`src/rtl/picobus_arbiter_pkg.sv`:
```
// picobus_arbiter_pkg: shared PicoBus widths and arbiter FSM state encodings
package picobus_arbiter_pkg;
  localparam int PICOBUS_DATA_W = 32;
  localparam int PICOBUS_ADDR_W = 32;
  localparam logic [1:0] ST_IDLE  = 2'd0;
  localparam logic [1:0] ST_ISSUE = 2'd1;
  localparam logic [1:0] ST_WAIT  = 2'd2;
  localparam logic [1:0] ST_RESP  = 2'd3;
endpackage

```
`src/rtl/picobus_rr_select.sv`:
```
// picobus_rr_select: round-robin pick of the first request at or after the pointer
module picobus_rr_select #(
  parameter int NUM_REQ = 2,
  parameter int PTR_W   = 3
) (
  input  logic [NUM_REQ-1:0] i_req,
  input  logic [PTR_W-1:0]   i_ptr,
  output logic [PTR_W-1:0]   o_grant,
  output logic               o_any
);
  assign o_any = |i_req;
  // Lowest set request overall is the wrap-around fallback; the lowest one at or above the pointer overrides it
  always_comb begin
    o_grant = '0;
    for (int i = NUM_REQ - 1; i >= 0; i--) o_grant = i_req[i] ? PTR_W'(i) : o_grant;
    for (int i = NUM_REQ - 1; i >= 0; i--) o_grant = (i_req[i] && PTR_W'(i) >= i_ptr) ? PTR_W'(i) : o_grant;
  end
endmodule

```
`src/rtl/picobus_arbiter.sv`:
```
// picobus_arbiter: round-robin PicoBus master sharing single-beat reads/writes between requesters
module picobus_arbiter
  import picobus_arbiter_pkg::*;
#(
  parameter int NUM_REQ      = 2,
  parameter int READ_LATENCY = 1,
  parameter int PTR_W        = 3
) (
  input  logic                                PicoClk,
  input  logic                                PicoRst,
  input  logic [NUM_REQ-1:0]                  ReqValid,
  input  logic [NUM_REQ-1:0]                  ReqWrite,
  input  logic [PICOBUS_ADDR_W*NUM_REQ-1:0]   ReqAddr,
  input  logic [PICOBUS_DATA_W*NUM_REQ-1:0]   ReqData,
  output logic [NUM_REQ-1:0]                  ReqAck,
  output logic [NUM_REQ-1:0]                  RspValid,
  output logic [PICOBUS_DATA_W-1:0]           RspData,
  output logic [PICOBUS_ADDR_W-1:0]           PicoAddr,
  output logic [PICOBUS_DATA_W-1:0]           PicoDataOut,
  output logic                                PicoRd,
  output logic                                PicoWr,
  input  logic [PICOBUS_DATA_W-1:0]           PicoDataIn
);
  localparam int CNT_W = (READ_LATENCY > 1) ? $clog2(READ_LATENCY) : 1;
  localparam int SLOTS = 2 ** PTR_W;
  logic [1:0]                r_state;
  logic [PTR_W-1:0]          r_ptr;
  logic [PTR_W-1:0]          r_grant;
  logic [PICOBUS_ADDR_W-1:0] r_addr;
  logic [PICOBUS_DATA_W-1:0] r_data;
  logic [PICOBUS_DATA_W-1:0] r_rsp_data;
  logic                      r_write;
  logic [CNT_W-1:0]          r_cnt;
  logic [PTR_W-1:0]          w_grant;
  logic                      w_any;
  logic                      w_issue;
  logic                      w_wait;
  logic [PICOBUS_ADDR_W-1:0] w_addr_a  [SLOTS];
  logic [PICOBUS_DATA_W-1:0] w_data_a  [SLOTS];
  logic                      w_write_a [SLOTS];
  // Unflatten requester buses into pointer-indexed tables; slots past NUM_REQ read as zero
  for (genvar g = 0; g < SLOTS; g++) begin : gen_slot
    if (g < NUM_REQ) begin : gen_req
      assign w_addr_a[g]  = ReqAddr[PICOBUS_ADDR_W*g +: PICOBUS_ADDR_W];
      assign w_data_a[g]  = ReqData[PICOBUS_DATA_W*g +: PICOBUS_DATA_W];
      assign w_write_a[g] = ReqWrite[g];
    end else begin : gen_pad
      assign w_addr_a[g]  = '0;
      assign w_data_a[g]  = '0;
      assign w_write_a[g] = 1'b0;
    end
  end
  picobus_rr_select #(
    .NUM_REQ(NUM_REQ),
    .PTR_W  (PTR_W)
  ) u_sel (
    .i_req  (ReqValid),
    .i_ptr  (r_ptr),
    .o_grant(w_grant),
    .o_any  (w_any)
  );
  assign w_issue     = r_state == ST_ISSUE;
  assign w_wait      = r_state == ST_WAIT;
  assign PicoAddr    = (w_issue || w_wait) ? r_addr : '0;
  assign PicoDataOut = (w_issue && r_write) ? r_data : '0;
  assign PicoRd      = w_issue && !r_write;
  assign PicoWr      = w_issue && r_write;
  assign ReqAck      = w_issue ? NUM_REQ'(1) << r_grant : '0;
  assign RspValid    = (r_state == ST_RESP) ? NUM_REQ'(1) << r_grant : '0;
  assign RspData     = r_rsp_data;
  // Transaction FSM: latch a grant, strobe once, wait out the read latency, return data
  always_ff @(posedge PicoClk or posedge PicoRst) begin
    if (PicoRst) begin
      r_state    <= ST_IDLE;
      r_ptr      <= '0;
      r_grant    <= '0;
      r_addr     <= '0;
      r_data     <= '0;
      r_write    <= 1'b0;
      r_cnt      <= '0;
      r_rsp_data <= '0;
    end else if (r_state == ST_IDLE) begin
      if (w_any) begin
        r_grant <= w_grant;
        r_addr  <= w_addr_a[w_grant];
        r_data  <= w_data_a[w_grant];
        r_write <= w_write_a[w_grant];
        r_state <= ST_ISSUE;
      end
    end else if (w_issue) begin
      r_ptr   <= (r_grant == PTR_W'(NUM_REQ - 1)) ? '0 : r_grant + 1'b1;
      r_cnt   <= '0;
      r_state <= r_write ? ST_IDLE : ST_WAIT;
    end else if (w_wait) begin
      if (r_cnt == CNT_W'(READ_LATENCY - 1)) begin
        r_rsp_data <= PicoDataIn;
        r_state    <= ST_RESP;
      end else begin
        r_cnt <= r_cnt + 1'b1;
      end
    end else begin
      r_state <= ST_IDLE;
    end
  end
endmodule

```
`config.mk`:
```
export PLATFORM = sky130hd
export DESIGN_NAME = picobus_arbiter
export DESIGN_NICKNAME = d
export VERILOG_FILES = /design/src/rtl/picobus_arbiter_pkg.sv /design/src/rtl/picobus_rr_select.sv /design/src/rtl/picobus_arbiter.sv
export SDC_FILE = /design/constraint.sdc
export NUM_CORES = 1
export LEC_CHECK = 0
export ABC_CLOCK_PERIOD_IN_PS = 3900
export BUFFER_PORTS_ARGS = -buffer_cell sky130_fd_sc_hd__buf_4
export CORE_UTILIZATION = 46
export CTS_CLUSTER_SIZE = 8
export DETAILED_ROUTE_END_ITERATION = 16
export GPL_ROUTABILITY_DRIVEN = 0
export PLACE_DENSITY_LB_ADDON = 0.12
export SYNTH_ARGS = -nofsm -noshare
export SYNTH_HDL_FRONTEND = slang
export SYNTH_HIERARCHICAL = 1
export SYNTH_SLANG_ARGS = --single-unit
```
`constraint.sdc`:
```
create_clock -name PicoClk -period 3.9 [get_ports PicoClk]
set_clock_uncertainty 0.15 [all_clocks]
set_input_delay 0.78 -clock PicoClk [delete_from_list [all_inputs] [get_ports PicoClk]]
set_output_delay 0.78 -clock PicoClk [all_outputs]
set_load 0.1 [all_outputs]
```
==> results of run 1 <==
==> through the flow <==
| step | power [uW] | std cells | hold WS (ns) | area, um^2 |
|---|---|---|---|---|
| floorplan | 4930 | 476 | 0.292 | 5150 |
| global placement | 5740 | 852 | 0.310 | 7220 |
| detailed placement | 5830 | 852 | 0.308 | 7220 |
| CTS | 6560 | 868 | 0.333 | 7440 |
| global route | 6820 | 868 | 0.350 | 7440 |
| finish | 6510 | 868 | 0.330 | 7440 |
==> power by group through the flow <==
stage	clock network, uW	registers, uW	logic, uW
2_1_floorplan	0	3010	1920
3_3_place_gp	0	1830	3910
3_5_place_dp	0	1850	3980
4_1_cts	750	1820	3980
5_1_grt	787	1880	4150
6_report	735	1820	3950
==> layout make-up <==
cell class                 instances  area (um^2)  area share, %
tap                              140          175           2.35
clock buffer                       9          124           1.66
multi-input combinational        329         2310           31.1
clock inverter                     7         92.6           1.24
sequential                       105         2630           35.3
timing repair buffer             273         2090           28.1
inverter                           5         21.3          0.286
==> worst max-delay path by stage <==
stage / start / endpoint / slack, ns / cells after the start
finish: flop / ReqAck[0] / 0.70 / 6
global route: r_state[0]$_DFFE_PP0P_ / PicoAddr[17] / 0.46 / 4
CTS: r_state[0]$_DFFE_PP0P_ / PicoAddr[3] / 0.61 / 4
detailed placement: r_state[0]$_DFFE_PP0P_ / PicoAddr[3] / 1.04 / 4
global placement: flop / ReqAck[0] / 1.18 / 6
floorplan: flop / ReqAck[0] / 0.12 / 4
==> cell usage in the layout, fill, tap and decap left out, types with 3 or more instances in the layout <==
master	n
and2_1	33
and3_1	32
buf_12	3
buf_4	270
clkbuf_8	9
dfrtp_1	105
ha_1	6
inv_1	4
inv_6	4
mux2_2	36
mux2i_1	66
nand2_1	66
nand2b_1	4
nor2_1	5
o21ai_0	15
o21ai_1	40
o21ai_2	10
==> critical path, delay by kind of cell (launching register included) <==
| family | cells | cell delay (ns) |
|---|---|---|
| buffers and inverters | 3 | 0.75 |
| flip-flops | 1 | 0.44 |
| AND/OR/NAND/NOR | 2 | 0.25 |
| adder cells (fa/ha/maj) | 1 | 0.46 |
==> metal layers <==
metal	GRT usage, %	routed length, um	vias up
met5	0	0	-
met4	8.12	177	0
met3	4.84	971	16
met2	38.7	6720	186
met1	29.1	5580	2045
li1	-	-	2114
==> registers in the layout, summed over array words and instances (netlist names), named ones only <==
signal,count
RspData,32
r_grant,3
r_state,1
r_addr,32
r_data,32
r_ptr,3
r_write,1
==> cell families (layout without fill, tap and decap cells) <==
| logic type | after synthesis | after routing | share of synthesized area (%) |
|---|---|---|---|
| AOI/OAI and AO/OA | 70 | 70 | 7.63 |
| buffers and inverters | 42 | 294 | 4.33 |
| DFF | 105 | 105 | 51.1 |
| other | 1 | 2 | 0.0729 |
| xor gates and xnor gates | 1 | 1 | 0.170 |
| muxes | 102 | 102 | 20.7 |
| adders and majority gates | 6 | 6 | 1.46 |
| and+or+nand+nor | 148 | 148 | 14.6 |
==> synth_stat cells (2+ instances only) <==
cell type / n / share of area, %
buf_6: 5 / 1.1
nand2_1: 66 / 4.8
clkbuf_1: 17 / 1.2
mux2_2: 36 / 7.9
nor2_1: 5 / 0.36
o21ai_1: 40 / 3.9
buf_2: 9 / 0.88
inv_1: 5 / 0.36
and3_1: 32 / 3.9
dfrtp_1: 105 / 51
and2_1: 33 / 4.0
ha_1: 6 / 1.5
o21ai_0: 15 / 1.5
a31oi_1: 2 / 0.24
nor3_1: 2 / 0.19
a21oi_1: 2 / 0.19
o21ai_2: 10 / 1.7
buf_4: 4 / 0.58
mux2i_1: 66 / 13
nand2b_1: 4 / 0.49
==> impl_metrics.py, run 1 <==
metrics = {
    "outcome": {
        "outcome": "finished, final reports clean",
    },
    "min_path": {
        "hold_end": "r_addr[4]$_DFFE_PP0P_",
        "hold_path.class": "flop to flop",
        "hold_start": "r_addr[4]$_DFFE_PP0P_",
        "hold-path-cell-count": 2,
    },
    "synthesis": {
        "syn_area_mm2": 0.00515,
        "synth_warnings": 6,
        "ys_seq_elements": 105,
        "syn_inst": 475,
        "synth-edff-count": 0,
        "synth_cell_type_count": 31,
        "syn-mean-instance-area_um2": 10.8,
        "synth_ff_type": "dfrtp_1",
        "seq_area_frac_synth_pct": 51.1,
        "synth-async-reset-ratio_pct": 100,
    },
    "placement": {
        "place.port_buffers": 267,
        "pre_cts_ws_ns": 1.04,
        "hpwl_um": 9750,
    },
    "global_routing": {
        "antenna_found_initial": 0,
        "grt_start_max_net_pins": 106,
        "grt_pass1_wl_um": 20500,
        "grt_overflow": 0,
        "grt_usage_pct": 23.0,
        "grt_pass1_vias": 4164,
    },
    "critical_path": {
        "worstPathCellList": "inv_1, ha_1, buf_4, nand2b_1, nor3_1, buf_4",
        "cp.arrival_ns": 2.27,
        "crit_type": "flop to primary output",
        "worstPathMaxFanout": 20,
        "r2r_cells": 6,
        "startpoint_type": "flop",
        "end_kind": "primary output",
        "max_stage_delay_ns": 0.46,
        "reg2reg_from": "r_state[0]$_DFFE_PP0P_",
        "rrSetupSlack_ns": 1.60,
        "crit_path_frequent_cell": "buf_4",
        "worstReg2RegEnd": "r_addr[12]$_DFFE_PP0P_",
        "worstPathRequired_ns": 2.97,
        "critPathSlowestCell": "ha_1",
    },
    "timing": {
        "fmaxAchievable_mhz": 312,
        "rsz0062_at_grt": "no",
        "tns_ns": 0,
        "setup_ws_ns": 0.699,
        "hold_viol_final": 0,
        "maxSlewViolCount": 0,
        "slew-limit-headroom_pct": 44.8,
        "finalSetupViolations": 0,
        "post-route-period-util_pct": 82.1,
        "min_period_ns": 3.20,
        "worstMarginPinSlew_ns": 0.827,
    },
    "drt": {
        "drtPass1Iterations": 4,
        "drt-total-wl_um": 13500,
        "drt_iter0_drc": 137,
        "routedWlPerCell_um": 15.5,
        "ant_nets": 0,
        "route.detailed.drc": 0,
        "vias_per_cell": 5.02,
        "dr_total_vias": 4361,
    },
    "floorplanning": {
        "die_y_um": 108,
        "start_util_pct": 47.3,
        "die-area_mm2": 0.0116,
        "fp.dieW_um": 108,
        "io_pins": 268,
        "num_rows": 38,
        "core-area_mm2": 0.0109,
    },
    "power": {
        "switching_power_uw": 3650,
        "p_clk_share_pct": 11.3,
        "leakage_uw": 0.00383,
        "power_density_mw_per_mm2": 875,
        "seqPwrFrac_pct": 28.0,
        "ir_worst_vdd_mv": 1.16,
        "switching_share_pct": 56.1,
        "p_comb_share_pct": 60.7,
        "p_int_uw": 2860,
    },
    "clock_tree": {
        "clk_pin_slew_worst_paths_ns": 0.11,
        "cts_setup_buffers": 0,
        "cts_resized": 0,
        "cts.sinks": 105,
        "clockBufferDepth": 2,
        "clockRootBuffer": "clkbuf_8",
        "cts_made_buffers": 9,
        "cts_tree": "built",
        "cts.hold.buffers_added": 0,
        "htree_levels": 3,
        "clkLatencyLatePin_ns": 0.37,
    },
    "final_layout": {
        "fill_cells": 853,
        "final_core_util_pct": 68.3,
        "nNetsFinal": 895,
        "n_antenna_cell": 0,
        "drive_gt1_share_pct": 46.7,
        "syn2layout_area_growth_pct": 44.6,
    },
    "job": {
        "maxCapViolations": 0,
    },
}
Power figures use the tool's default switching activity.
==> run 2: changes to the inputs <==
--- a/config.mk
+++ b/config.mk
@@ -5,9 +5,9 @@
 export SDC_FILE = /design/constraint.sdc
 export NUM_CORES = 1
 export LEC_CHECK = 0
-export ABC_CLOCK_PERIOD_IN_PS = 3900
+export ABC_CLOCK_PERIOD_IN_PS = 2600
 export BUFFER_PORTS_ARGS = -buffer_cell sky130_fd_sc_hd__buf_4
-export CORE_UTILIZATION = 46
+export CORE_UTILIZATION = 41
 export CTS_CLUSTER_SIZE = 8
 export DETAILED_ROUTE_END_ITERATION = 16
 export GPL_ROUTABILITY_DRIVEN = 0
==> constraint.sdc (replaced) <==
create_clock -name PicoClk -period 2.6 [get_ports PicoClk]
set_clock_uncertainty 0.15 [all_clocks]
set_input_delay 0.52 -clock PicoClk [delete_from_list [all_inputs] [get_ports PicoClk]]
set_output_delay 0.52 -clock PicoClk [all_outputs]
set_load 0.1 [all_outputs]
==> run 2 against run 1 <==
Compared with the run above:
- critical path depth decreased by 1
- highest routed layer unchanged
- clock-buffer cell count is 1 higher
- worst setup slack worse by 0.59 ns
- critical path type unchanged
- combinational power increased by 54%
- register-to-register slack worse by 1.3 ns
- sequential power rose by 51%
==> impl_metrics.py, run 2 (synthesis results as in run 1) <==
metrics = {
    "critical_path": {
        "rrSetupSlack_ns": 0.31,
        "cp.arrival_ns": 1.82,
        "r2r_cells": 5,
        "worstReg2RegEnd": "r_addr[11]$_DFFE_PP0P_",
        "end_kind": "primary output",
        "critPathTopFamily": "buffers and inverters",
        "worstPathCellList": "inv_1, ha_1, buf_6, and2_1, buf_4",
        "max_stage_delay_ns": 0.40,
        "crit_type": "flop to primary output",
        "crit_buf_inv": 3,
        "reg2reg_from": "r_ptr[1]$_DFFE_PP0P_",
        "worstPathRequired_ns": 1.93,
        "worstPathMaxFanout": 32,
        "startpoint_type": "flop",
        "critPathSlowestCell": "dfrtp_1",
    },
    "drt": {
        "drt-total-wl_um": 13500,
        "drt_iter0_drc": 208,
        "dr_total_vias": 4351,
        "route.detailed.drc": 0,
        "ant_nets": 0,
        "vias_per_cell": 4.83,
        "routedWlPerCell_um": 15.1,
        "drtPass1Iterations": 5,
    },
    "outcome": {
        "outcome": "finished, final reports clean",
    },
    "global_routing": {
        "grt_pass1_wl_um": 21000,
        "antenna_found_initial": 0,
        "grt_pass1_vias": 4240,
        "grt_overflow": 0,
        "grt_start_max_net_pins": 106,
        "grt_usage_pct": 20.7,
    },
    "floorplanning": {
        "io_pins": 268,
        "core-area_mm2": 0.0121,
        "die_y_um": 114,
        "num_rows": 40,
        "start_util_pct": 42.5,
        "die-area_mm2": 0.0130,
        "fp.dieW_um": 114,
    },
    "final_layout": {
        "final_core_util_pct": 63.4,
        "n_antenna_cell": 0,
        "drive_gt1_share_pct": 47.5,
        "syn2layout_area_growth_pct": 49.3,
        "final_common_cell": "buf_4",
        "nNetsFinal": 899,
        "final_cells": 900,
        "layout_common_cells": "buf_4 (248), dfrtp_1 (104), mux2i_1 (66), nand2_1 (66), o21ai_1 (40)",
    },
    "timing": {
        "finalSetupViolations": 0,
        "post-route-period-util_pct": 95.8,
        "fin_worst_hold_slack_ns": 0.177,
        "hold_viol_final": 0,
        "min_period_ns": 2.49,
        "fmaxAchievable_mhz": 401,
        "maxSlewViolCount": 0,
        "slew-limit-headroom_pct": 62.6,
        "worstMarginPinSlew_ns": 0.561,
    },
    "clock_tree": {
        "clockBufferDepth": 2,
        "clk_pin_slew_worst_paths_ns": 0.07,
        "clockRootBuffer": "clkbuf_16",
        "cts_tree": "built",
        "htree_levels": 3,
        "cts_made_buffers": 9,
        "cts.sinks": 105,
        "clkLatencyLatePin_ns": 0.33,
        "cts_setup_buffers": 0,
    },
    "placement": {
        "hpwl_um": 9960,
        "placedCellCount": 884,
        "place.port_buffers": 267,
    },
    "min_path": {
        "hold_path.class": "primary input to async pin",
    },
    "job": {
        "maxCapViolations": 0,
    },
    "power": {
        "ir_worst_vdd_mv": 0.648,
        "leakage_uw": 0.00389,
        "power_density_mw_per_mm2": 1310,
    },
}
-- run 2: layout make-up --
| cell class | instances | area, um^2 |
|---|---|---|
| Clock inverter | 6 | 42.5 |
| Tap cell | 168 | 210 |
| Timing Repair Buffer | 277 | 2220 |
| Clock buffer | 10 | 229 |
| Inverter | 5 | 22.5 |
| Fill cell | 1037 | 4430 |
| Multi-Input combinational cell | 329 | 2330 |
| Sequential cell | 105 | 2630 |
-- run 2: what timing repair did --
action,4_1_cts,5_1_grt
resized for setup,10,16
hold buffers,0,0
setup endpoints to repair,14,48
hold endpoints to repair,0,0
gates cloned,0,0
-- run 2: worst reg2reg max path, cell delays in order (launching register included) --
cell and delay, ns:
dfrtp_1 0.38, or3b_1 0.46, a21boi_4 0.40, buf_4 0.37
mux2i_1 0.34, o21ai_2 0.07
-- run 2: routing by layer --
metal  vias up  GRT usage [%]  share of wire [%]
met5         -              0                  0
met4         0           5.63                1.1
met3        13           4.68                6.8
met2       177           37.4                 51
met1      2043           24.8                 41
li1       2118              -                  -
-- run 2: worst max-delay path by stage --
stage | startpoint | to | cells after the start | slack, ns
after floorplan | flop | ReqAck[0] | 4 | -0.08
after CTS | flop | PicoRd | 5 | 0.05
after global routing | r_state[0]$_DFFE_PP0P_ | PicoAddr[7] | 5 | -0.0005
final | r_state[0]$_DFFE_PP0P_ | PicoAddr[7] | 5 | 0.11
after detailed placement | r_ptr[1]$_DFFE_PP0P_ | r_addr[11]$_DFFE_PP0P_ | 5 | 0.32
after global placement | r_ptr[1]$_DFFE_PP0P_ | r_addr[9]$_DFFE_PP0P_ | 5 | 0.34
-- run 2: report_power, final --
group          switching (uW)  total (uW)  internal, uW  leakage, uW
combinational            4480        6090          1610      0.00242
sequential                427        2750          2320      0.00134
clock                     591        1240           652     0.000129
total                    5500       10100          4580      0.00389
-- run 2: through the flow --
stage	worst slack [ns]	instance area, um^2	total power (uW)	TNS [ns]
floorplan	-0.0789	5170	7410	-0.0789
global placement	0.343	7320	8690	0
detailed placement	0.320	7320	8790	0
CTS	0.0485	7630	10100	0
global route	-0.000465	7680	10600	-0.000465
finish	0.108	7680	10100	0
